[src/rtl/bcd_counter_mod.sv]
//============================================================================
// Module   : bcd_counter_mod
// Purpose  : Loadable, bidirectional, multi-digit BCD counter with a
//            programmable modulo. Cascade stages by feeding carry_out of one
//            stage into tick of the next (e.g. sec -> min -> hour chains).
// Ports    : clk         system clock, rising edge
//            reset_n     asynchronous active-low reset
//            tick        count enable (one-clk pulse)
//            up_down     1 = count up, 0 = count down (sampled with tick)
//            load_en     synchronous load strobe (wins over tick)
//            load_value  BCD value to load, digit 0 in bits [3:0]
//            bcd_out     current count in BCD, digit 0 in bits [3:0]
//            carry_out   one-clk pulse on wrap (or on reaching the bound
//                        when saturating)
//            load_err    one-clk pulse when a load value is rejected
//            zero        combinational (bcd_out == 0)
// Config   : `define BCD_COUNTER_SATURATE_EN to saturate at 0 / MODULO-1
//            instead of wrapping.
// Revision : 1.0  initial release
//============================================================================
`default_nettype none

module bcd_counter_mod #(
  parameter int NDIGITS = 2,
  parameter int MODULO  = 60
) (
  input  logic                 clk,
  input  logic                 reset_n,
  input  logic                 tick,
  input  logic                 up_down,
  input  logic                 load_en,
  input  logic [4*NDIGITS-1:0] load_value,
  output logic [4*NDIGITS-1:0] bcd_out,
  output logic                 carry_out,
  output logic                 load_err,
  output logic                 zero
);

  localparam int W = 4 * NDIGITS;

  // Binary -> BCD conversion, used only at elaboration for the top count.
  function automatic logic [W-1:0] bin_to_bcd(input int value);
    logic [W-1:0] r;
    int           v;
    r = '0;
    v = value;
    for (int i = 0; i < NDIGITS; i++) begin
      r[4*i +: 4] = 4'(v % 10);
      v = v / 10;
    end
    return r;
  endfunction

  localparam logic [W-1:0] C_MAX_BCD = bin_to_bcd(MODULO - 1);

  logic [W-1:0] r_count;
  logic         r_carry;
  logic         r_err;

  logic [W-1:0] w_inc;
  logic [W-1:0] w_dec;
  logic         w_load_ok;
  logic         w_at_max;
  logic         w_at_zero;

  // Ripple increment: a digit at 9 rolls to 0 and passes the carry upward.
  always_comb begin : p_inc
    logic c;
    c     = 1'b1;
    w_inc = r_count;
    for (int i = 0; i < NDIGITS; i++) begin
      if (c) begin
        if (r_count[4*i +: 4] == 4'd9) begin
          w_inc[4*i +: 4] = 4'd0;
        end else begin
          w_inc[4*i +: 4] = r_count[4*i +: 4] + 4'd1;
          c               = 1'b0;
        end
      end
    end
  end

  // Ripple decrement: a digit at 0 rolls to 9 and borrows from the next one.
  always_comb begin : p_dec
    logic b;
    b     = 1'b1;
    w_dec = r_count;
    for (int i = 0; i < NDIGITS; i++) begin
      if (b) begin
        if (r_count[4*i +: 4] == 4'd0) begin
          w_dec[4*i +: 4] = 4'd9;
        end else begin
          w_dec[4*i +: 4] = r_count[4*i +: 4] - 4'd1;
          b               = 1'b0;
        end
      end
    end
  end

  // A load is accepted only if every nibble is a decimal digit and the
  // decoded value is inside the count range.
  always_comb begin : p_load_chk
    int  bin;
    logic digits_ok;
    bin       = 0;
    digits_ok = 1'b1;
    for (int i = NDIGITS - 1; i >= 0; i--) begin
      if (load_value[4*i +: 4] > 4'd9) digits_ok = 1'b0;
      bin = bin * 10 + int'(load_value[4*i +: 4]);
    end
    w_load_ok = digits_ok && (bin < MODULO);
  end

  assign w_at_max  = (r_count == C_MAX_BCD);
  assign w_at_zero = (r_count == '0);

  always_ff @(posedge clk or negedge reset_n) begin
    if (!reset_n) begin
      r_count <= '0;
      r_carry <= 1'b0;
      r_err   <= 1'b0;
    end else begin
      // Both flags are single-cycle pulses; default them low every edge.
      r_carry <= 1'b0;
      r_err   <= 1'b0;
      if (load_en) begin
        if (w_load_ok) begin
          r_count <= load_value;
        end else begin
          r_count <= '0;
          r_err   <= 1'b1;
        end
      end else if (tick) begin
        if (up_down) begin
`ifdef BCD_COUNTER_SATURATE_EN
          // Hold at the top bound; pulse only on the tick that arrives there.
          if (!w_at_max) begin
            r_count <= w_inc;
            r_carry <= (w_inc == C_MAX_BCD);
          end
`else
          if (w_at_max) begin
            r_count <= '0;
            r_carry <= 1'b1;
          end else begin
            r_count <= w_inc;
          end
`endif
        end else begin
`ifdef BCD_COUNTER_SATURATE_EN
          if (!w_at_zero) begin
            r_count <= w_dec;
            r_carry <= (w_dec == '0);
          end
`else
          if (w_at_zero) begin
            r_count <= C_MAX_BCD;
            r_carry <= 1'b1;
          end else begin
            r_count <= w_dec;
          end
`endif
        end
      end
    end
  end

  assign bcd_out   = r_count;
  assign carry_out = r_carry;
  assign load_err  = r_err;
  assign zero      = w_at_zero;

endmodule

`default_nettype wire

[config.mk]
export PLATFORM = sky130hd
export DESIGN_NAME = bcd_counter_mod
export DESIGN_NICKNAME = d
export VERILOG_FILES = /design/src/rtl/bcd_counter_mod.sv
export SDC_FILE = /design/constraint.sdc
export NUM_CORES = 1
export LEC_CHECK = 0
export BUFFER_PORTS_ARGS = -buffer_cell sky130_fd_sc_hd__buf_2
export CORE_ASPECT_RATIO = 1.1
export CORE_MARGIN = 2
export CORE_UTILIZATION = 55
export DETAILED_ROUTE_END_ITERATION = 6
export PLACE_DENSITY = 0.85
export SLEW_MARGIN = 20
export SYNTH_ARGS = -nofsm -noshare
export SYNTH_HDL_FRONTEND = slang
export SYNTH_SLANG_ARGS = --single-unit
[constraint.sdc]
create_clock -name clk -period 4.33 [get_ports clk]
set_input_delay 0.2165 -clock clk [delete_from_list [all_inputs] [get_ports clk]]
set_output_delay 0.2165 -clock clk [all_outputs]
set_load 0.05 [all_outputs]
# Word-level counts from Yosys, hierarchy flattened

Cells that the tools add are included.

Input port bits: 13
Register bits: 10
Output and inout bits: 11
Logic and storage cells: 47

Reduce and logical (&&, ||, !) cells: 7
Equal/unequal tests: 4
Add/sub/neg operators: 5
Order comparisons: 3
Multiplexer cells: 23
$mul: 1

Operator list:

| operator                                                    | number |
|---|---|
| 2-to-1 mux 8 bit                                            | 6 |
| 2-to-1 mux 4 bit                                            | 6 |
| 2-to-1 mux 1 bit                                            | 11 |
| adder 8 x 4 -> 9 bit                                        | 1 |
| less-than comparator 9 x 6 -> 1 bit (second input constant) | 1 |
| adder 4 x 1 -> 4 bit (second input constant)                | 2 |
| equality test 4 bit (second input constant)                 | 2 |
| equality test 8 x 7 -> 1 bit (second input constant)        | 1 |
| > comparator 4 bit (second input constant)                  | 2 |
| zero test 4 bit                                             | 2 |
| zero test 8 bit                                             | 1 |
| subtractor 4 x 1 -> 4 bit (second input constant)           | 2 |
| multiplier 4 x 3 -> 7 bit (second input constant)           | 1 |
| != test 4 x 1 -> 1 bit (second input constant)              | 1 |
| nonzero test 4 bit                                          | 1 |
| AND reduction 3 bit                                         | 1 |
| nonzero test 2 bit                                          | 1 |
| logical AND 1 bit                                           | 1 |

# Logic depth before layout (Yosys ltp)

Gate-level depths: netlist of run 1.

Depth after elaboration: 7
Depth in mapped cells: 8
Mapped depth without buffers: 8

# Worst setup path after synthesis of run 1

OpenSTA, ideal clock, no wires.

Path type: flip-flop to output port
Start: reg r_count[1] (netlist: bcd_out[1])
End: out zero
Arrival: 2.442 ns
Buffers on the path: 1
Cell stages (with the launch flop): 4
Required time: 4.113 ns
Path slack: 1.672 ns
Cells stage by stage: dfrtp_1 -> buf_6 -> or4_4 -> nor3b_1

Cells in the longest elaborated chain, start to end: 1

RTL lines:

| item                   | line | text |
|---|---|---|
| start, declared        | 56   | `logic [W-1:0] r_count;` |
| start signal, assigned | 128  | `r_count <= load_value;` |
| start signal, assigned | 146  | `r_count <= w_inc;` |
| start signal, assigned | 160  | `r_count <= w_dec;` |
| zero test 8 bit        | 115  | `assign w_at_zero = (r_count == '0);` |
| end, declared          | 36   | `output logic zero` |

No other way between the ends.

# Worst setup path after layout of run 1

Start: in load_value[5]
End: reg r_count[1] (netlist: bcd_out[1])

Cells in the longest elaborated chain, start to end: 6
Elaborated cells between the ends (all ways): 9
Those cells by class: add/sub (1); mul (1); order compare (2); mux (4); reduce/logical (1)

RTL lines:

| item                                                                           | line     | text |
|---|---|---|
| start, declared                                                                | 32       | `input logic [4*NDIGITS-1:0] load_value,` |
| multiplier 4 x 3 -> 7 bit / > comparator 4 bit (equally long branches)         | 109, 108 |  |
| adder 8 x 4 -> 9 bit / 2-to-1 mux 1 bit (equally long branches)                | 109, 108 |  |
| less-than comparator 9 x 6 -> 1 bit / 2-to-1 mux 1 bit (equally long branches) | 111, 108 |  |
| logical AND 1 bit (*)                                                          | 111      | `w_load_ok = digits_ok && (bin < MODULO);` |
| 2-to-1 mux 8 bit (*)                                                           | 127      | `if (w_load_ok) begin` |
| 2-to-1 mux 8 bit (*)                                                           | 126      | `if (load_en) begin` |

Mark *: on every way between the ends. The rest lies on a longest branch, timed or not.
A chain may end at the register's enable or synchronous reset.

==> flow_metrics.tcl, run 1 <==
set metrics [dict create \
    synth-async-reset-ratio 1.00 \
    synthSimpleGateAreaFrac 0.226 \
    antenna_found_initial 0 \
    cts_tree "done" \
    dr.first_iter.drc_count 39 \
    tightest_slew_ns 0.432 \
    grt_pass1_vias 946 \
    vias_per_cell 6.29 \
    gr-usage-all-layers 0.234 \
    post-place-ws_ns 1.84 \
    end_kind "flop" \
    yosys.area_share.xor_xnor 0.0496 \
    placedCellCount 159 \
    r2r_setup_slack_ns 2.60 \
    synth-edff-count 0 \
    dp_hpwl_um 1810 \
    powerDensity_mw_per_mm2 362 \
    path_class "primary input to flop" \
    synth_common_cells "nand2_1, dfrtp_1, inv_1" \
    final_cells 164 \
    htree_levels 1 \
    rsz0062_at_grt "no" \
    leakagePower_nw 0.559 \
    hold_ws_ns 0.211 \
    first_pass_iters 4 \
    max_freq_mhz 453 \
    syn-num-nets 146 \
    timing.rr.end "bcd_out[6]$_DFFE_PN0P_" \
    port_buffers 23 \
    r2r-start "bcd_out[4]$_DFFE_PN0P_" \
    maxCapViolCount 0 \
    io_pins 24 \
    drive_gt1_frac 0.240 \
    die_x_um 45.8 \
    yosysWarnings 0 \
    post_cts_resized 0 \
    status "completed" \
    seqCellArea_um2 250 \
    startpoint "load_value[5]" \
    wl_per_cell_um 14.2 \
    crit_required_ns 4.47 \
    tns_ns 0 \
    grt_max_degree 16 \
    timing.critical_path.to "bcd_out[1]$_DFFE_PN0P_" \
    fin_nets 168 \
    yosysTopAreaCell "dfrtp_1" \
    grt_pass1_wl_um 3940 \
    ys_seq_elements 10 \
    synth_seq_area_share 0.236 \
    relSlewSlack 0.710 \
    route.detailed.drc 0 \
    multi_input_area_um2 733 \
    fp.dieH_um 50.0 \
    setup_viol 0 \
    synth_cell_types 49 \
    synth_ff_type "dfrtp_1" \
    crit_arrival_ns 2.35 \
    slew_viol_final 0 \
    insertedDiodeCount 0 \
    wl_um 2330 \
    cts_sinks 10 \
    die_area_mm2 0.00229 \
    synth-adder-area-share 0.109 \
    fin_skew_ns 0.00355 \
    clock_latency_ns 0.27 \
    gr-total-overflow 0 \
    vias 1032 \
    area_growth_pct 13.1 \
    rows 16 \
    start_util 0.587 \
    synth_top_family_by_area "compound AO/OA/AOI/OAI gates" \
    cts_max_path_buffers 2 \
    avgSynthCellArea_um2 8.47 \
    final_cell_area_mm2 0.00120 \
    ir_worst_vdd_v 0.000192 \
    cts_buffers 3 \
    yosys-mux-area-fraction 0 \
    hold_path_class "primary input to flop" \
    core_area_mm2 0.00180 \
    finalCriticalPeriod_ns 2.21 \
    synthesis.area_mm2 0.00106 \
    place_area_mm2 0.00115 \
    fillers 165 \
    worstPathMaxFanout 9 \
    ys_top_cells_by_area "dfrtp_1, ha_1, nand2_1, fa_1, a21oi_1" \
    fin_crit_sh 0.510 \
    hold_viol 0 \
    setup_slack_ns 2.12 \
    start_kind "primary input" \
    synth.most_common_cell "nand2_1" \
    syn-instance-count 125 \
    synth_top_area_frac 0.236 \
    reg2regPathDepth 5 \
    clkTransAtPathRegs_ns 0.06 \
    gp_congestion 0.895 \
    synth_compound_area_frac 0.309 \
    ant_nets 0 \
    clock-root-buffer "clkbuf_4" \
]
[cells in the final DEF (no fill, tap or decap), types with 2 or more instances in the layout]
cell type and instances:
o41ai_1 2, nor4b_1 2, clkbuf_4 3, dfrtp_1 10, fa_1 2, buf_2 23
ha_1 6, nor2_1 4, nor4_1 2, nor3b_1 2, nand2_1 14, o22ai_1 3
nand2b_1 2, o31ai_1 2, o211a_1 2, a31o_1 2, and3_1 4, inv_1 8
nor3_1 5, a22oi_1 2, a21oi_1 7, o21ai_0 7, xnor2_1 3, xor2_1 3
[state kept, by name, indices dropped and copies added (netlist names)]
register / count
carry_out: 1
load_err: 1
bcd_out: 8
[per-stage QoR]
step           total power (W)   util
2_1_floorplan         0.000306      -
5_1_grt               0.000460  0.665
4_1_cts               0.000434  0.665
6_report              0.000433  0.665
3_3_place_gp          0.000343  0.639
3_5_place_dp          0.000349  0.639
[logic make-up (layout without fill, tap and decap cells)]
logic type,after synthesis,in the layout
AO/OA/AOI/OAI,43,43
adder cells (fa/ha/maj),8,8
XOR/XNOR,6,6
AND/OR/NAND/NOR,43,43
buffers and inverters,15,36
flip-flops,10,10
[per-layer routing]
layer	vias to the layer above	share of wire	track usage
met2	30	0.51	0.378
met4	0	0.032	0.129
met1	481	0.41	0.286
li1	512	-	-
met5	-	0	0
met3	9	0.042	0.0366
[where the power goes]
| group | internal, W | switching [W] | total [W] |
|---|---|---|---|
| combinational | 0.0000775 | 0.000138 | 0.000215 |
| sequential | 0.000105 | 0.0000287 | 0.000134 |
| clock | 0.0000511 | 0.0000327 | 0.0000838 |
| total | 0.000234 | 0.000199 | 0.000433 |
[worst min path at each step]
stage / startpoint / to / slack, ns / cells past startpoint
2_1_floorplan: reset_n / bcd_out[0]$_DFFE_PN0P_ / -0.08 / 0
5_1_grt: load_value[0] / bcd_out[0]$_DFFE_PN0P_ / 0.23 / 3
4_1_cts: load_value[0] / bcd_out[0]$_DFFE_PN0P_ / 0.21 / 3
3_3_place_gp: reset_n / carry_out$_DFF_PN0_ / 0.07 / 1
3_5_place_dp: reset_n / bcd_out[6]$_DFFE_PN0P_ / 0.08 / 1
6_report: load_value[0] / bcd_out[0]$_DFFE_PN0P_ / 0.21 / 3
[critical path: stages]
cell,delay (ns)
buf_2,0.13
ha_1,0.31
ha_1,0.19
fa_1,0.49
xor2_1,0.19
o41a_1,0.43
o21ai_4,0.26
o22ai_1,0.12
[area by class of cell]
cell class,instances,area share
multi-input combinational,100,0.612
sequential,10,0.209
timing repair buffer,24,0.104
clock buffer,4,0.0303
inverter,8,0.0251
tap,18,0.0188
[repair_timing]
item	in CTS	in global routing
hold buffers	1	0
buffers inserted	0	0
endpoints found under the hold margin	10	0
Note: power is estimated with default switching activity, not from simulation.
==> run 2: changes to the inputs <==
CORE_UTILIZATION = 53   (was 55)
PLACE_DENSITY = 0.82   (was 0.85)
clock period = 2.24 ns   (was 4.33 ns; I/O delays follow)
==> flow_metrics.tcl, run 2 (synthesized netlist as in run 1, its figures left out) <==
set metrics [dict create \
    die_x_um 46.6 \
    end_kind "flop" \
    dp_hpwl_um 1880 \
    max_freq_mhz 489 \
    die_area_mm2 0.00237 \
    hold_viol 0 \
    leakagePower_nw 0.595 \
    post_cts_resized 0 \
    layout_commonest_cell "buf_2" \
    relSlewSlack 0.734 \
    final_core_util 0.695 \
    rsz0062_at_grt "no" \
    crit_required_ns 2.39 \
    path_class "primary input to flop" \
    maxCapViolCount 0 \
    r2r_setup_slack_ns 0.49 \
    clock-root-buffer "clkbuf_4" \
    cts_buffers 3 \
    antenna_found_initial 0 \
    core_area_mm2 0.00182 \
    htree_levels 1 \
    gp_congestion 0.859 \
    gr-usage-all-layers 0.240 \
    setup_viol 0 \
    io_pins 24 \
    place_area_mm2 0.00122 \
    cts_tree "done" \
    clkTransAtPathRegs_ns 0.06 \
    start_util 0.581 \
    powerDensity_mw_per_mm2 675 \
    fin_nets 175 \
    fp.dieH_um 50.9 \
    setup_slack_ns 0.195 \
    wl_per_cell_um 13.3 \
    wl_um 2400 \
    drive_gt1_frac 0.281 \
    hold_path_class "primary input to flop" \
    grt_pass1_vias 936 \
    dr.first_iter.drc_count 25 \
    crit_arrival_ns 2.20 \
    tightest_slew_ns 0.395 \
    grt_max_degree 16 \
    finalCriticalPeriod_ns 2.05 \
    status "completed" \
    first_pass_iters 5 \
    gr-total-overflow 0 \
    grt_pass1_wl_um 4060 \
    largest_register_ffs 8 \
    rows 16 \
    final_cell_mix "buf_2, nand2_1, dfrtp_1" \
    clock_latency_ns 0.27 \
    fin_crit_sh 0.913 \
    cts_max_path_buffers 2 \
    power.total_w 0.000855 \
    route.detailed.drc 0 \
    final_cells 180 \
    vias_per_cell 5.94 \
    placedCellCount 175 \
    final_cell_area_mm2 0.00127 \
    worstPathMaxFanout 9 \
    fin_skew_ns 0.00497 \
    ir_worst_vdd_v 0.000474 \
    area_growth_pct 19.6 \
    insertedDiodeCount 0 \
    cts_sinks 10 \
    start_kind "primary input" \
    ant_nets 0 \
    port_buffers 23 \
    vias 1069 \
    slew_viol_final 0 \
    post-place-ws_ns -0.0999 \
]
run 2: cell types whose count changed in the layout (fill, tap and decap cells not counted):
| cell | change |
|---|---|
| buf_4 | +7 |
| nor3b_1 | -1 |
| nor3b_2 | +1 |
run 2: critical path, stage by stage:
cell and delay [ns]:
buf_2 0.11, ha_1 0.30, ha_1 0.20, fa_1 0.48, xor2_1 0.18, o41a_1 0.43, o21ai_4 0.25, o22ai_1 0.13
run 2: stage by stage:
stage          setup TNS [ns]  hold WS (ns)
2_1_floorplan               0        -0.184
5_1_grt                     0         0.104
6_report                    0        0.0831
4_1_cts                     0        0.0809
3_3_place_gp           -0.106       -0.0286
3_5_place_dp           -0.726       -0.0269
run 2: layout make-up:
cell class                 count  area (um2)
clock buffer                   4        36.3
inverter                       8        30.0
fill                         152         556
tap                           27        33.8
sequential                    10         250
multi-input combinational    100         738
timing repair buffer          31         178
run 2: where the power goes:
part / internal (W) / switching, W / total (W)
clock network: 0.0000989 / 0.0000625 / 0.000161
logic: 0.000165 / 0.000269 / 0.000434
registers: 0.000204 / 0.0000564 / 0.000260
run 2: repair_timing:
item	in CTS	in global routing
buffers inserted	0	0
hold buffers	1	0
hold endpoints to repair	10	0
run 2: worst paths after layout:
path,start,end,cells past startpoint
worst min-delay path,load_value[0],bcd_out[0]$_DFFE_PN0P_,3
worst max register to register,bcd_out[3]$_DFFE_PN0P_,bcd_out[7]$_DFFE_PN0P_,5
max in group asynchronous,reset_n,bcd_out[7]$_DFFE_PN0P_,2
min in group asynchronous,reset_n,bcd_out[5]$_DFFE_PN0P_,2
worst min register to register,bcd_out[7]$_DFFE_PN0P_,carry_out$_DFF_PN0_,1
worst max-delay path,load_value[5],bcd_out[2]$_DFFE_PN0P_,8
run 2: metal layers:
layer  vias up  global-route usage  part of all wire
met5         -                   0                 0
met3         9              0.0212             0.042
met2        36               0.387              0.53
met4         0               0.139             0.028
met1       496               0.307              0.40
li1        528                   -                 -
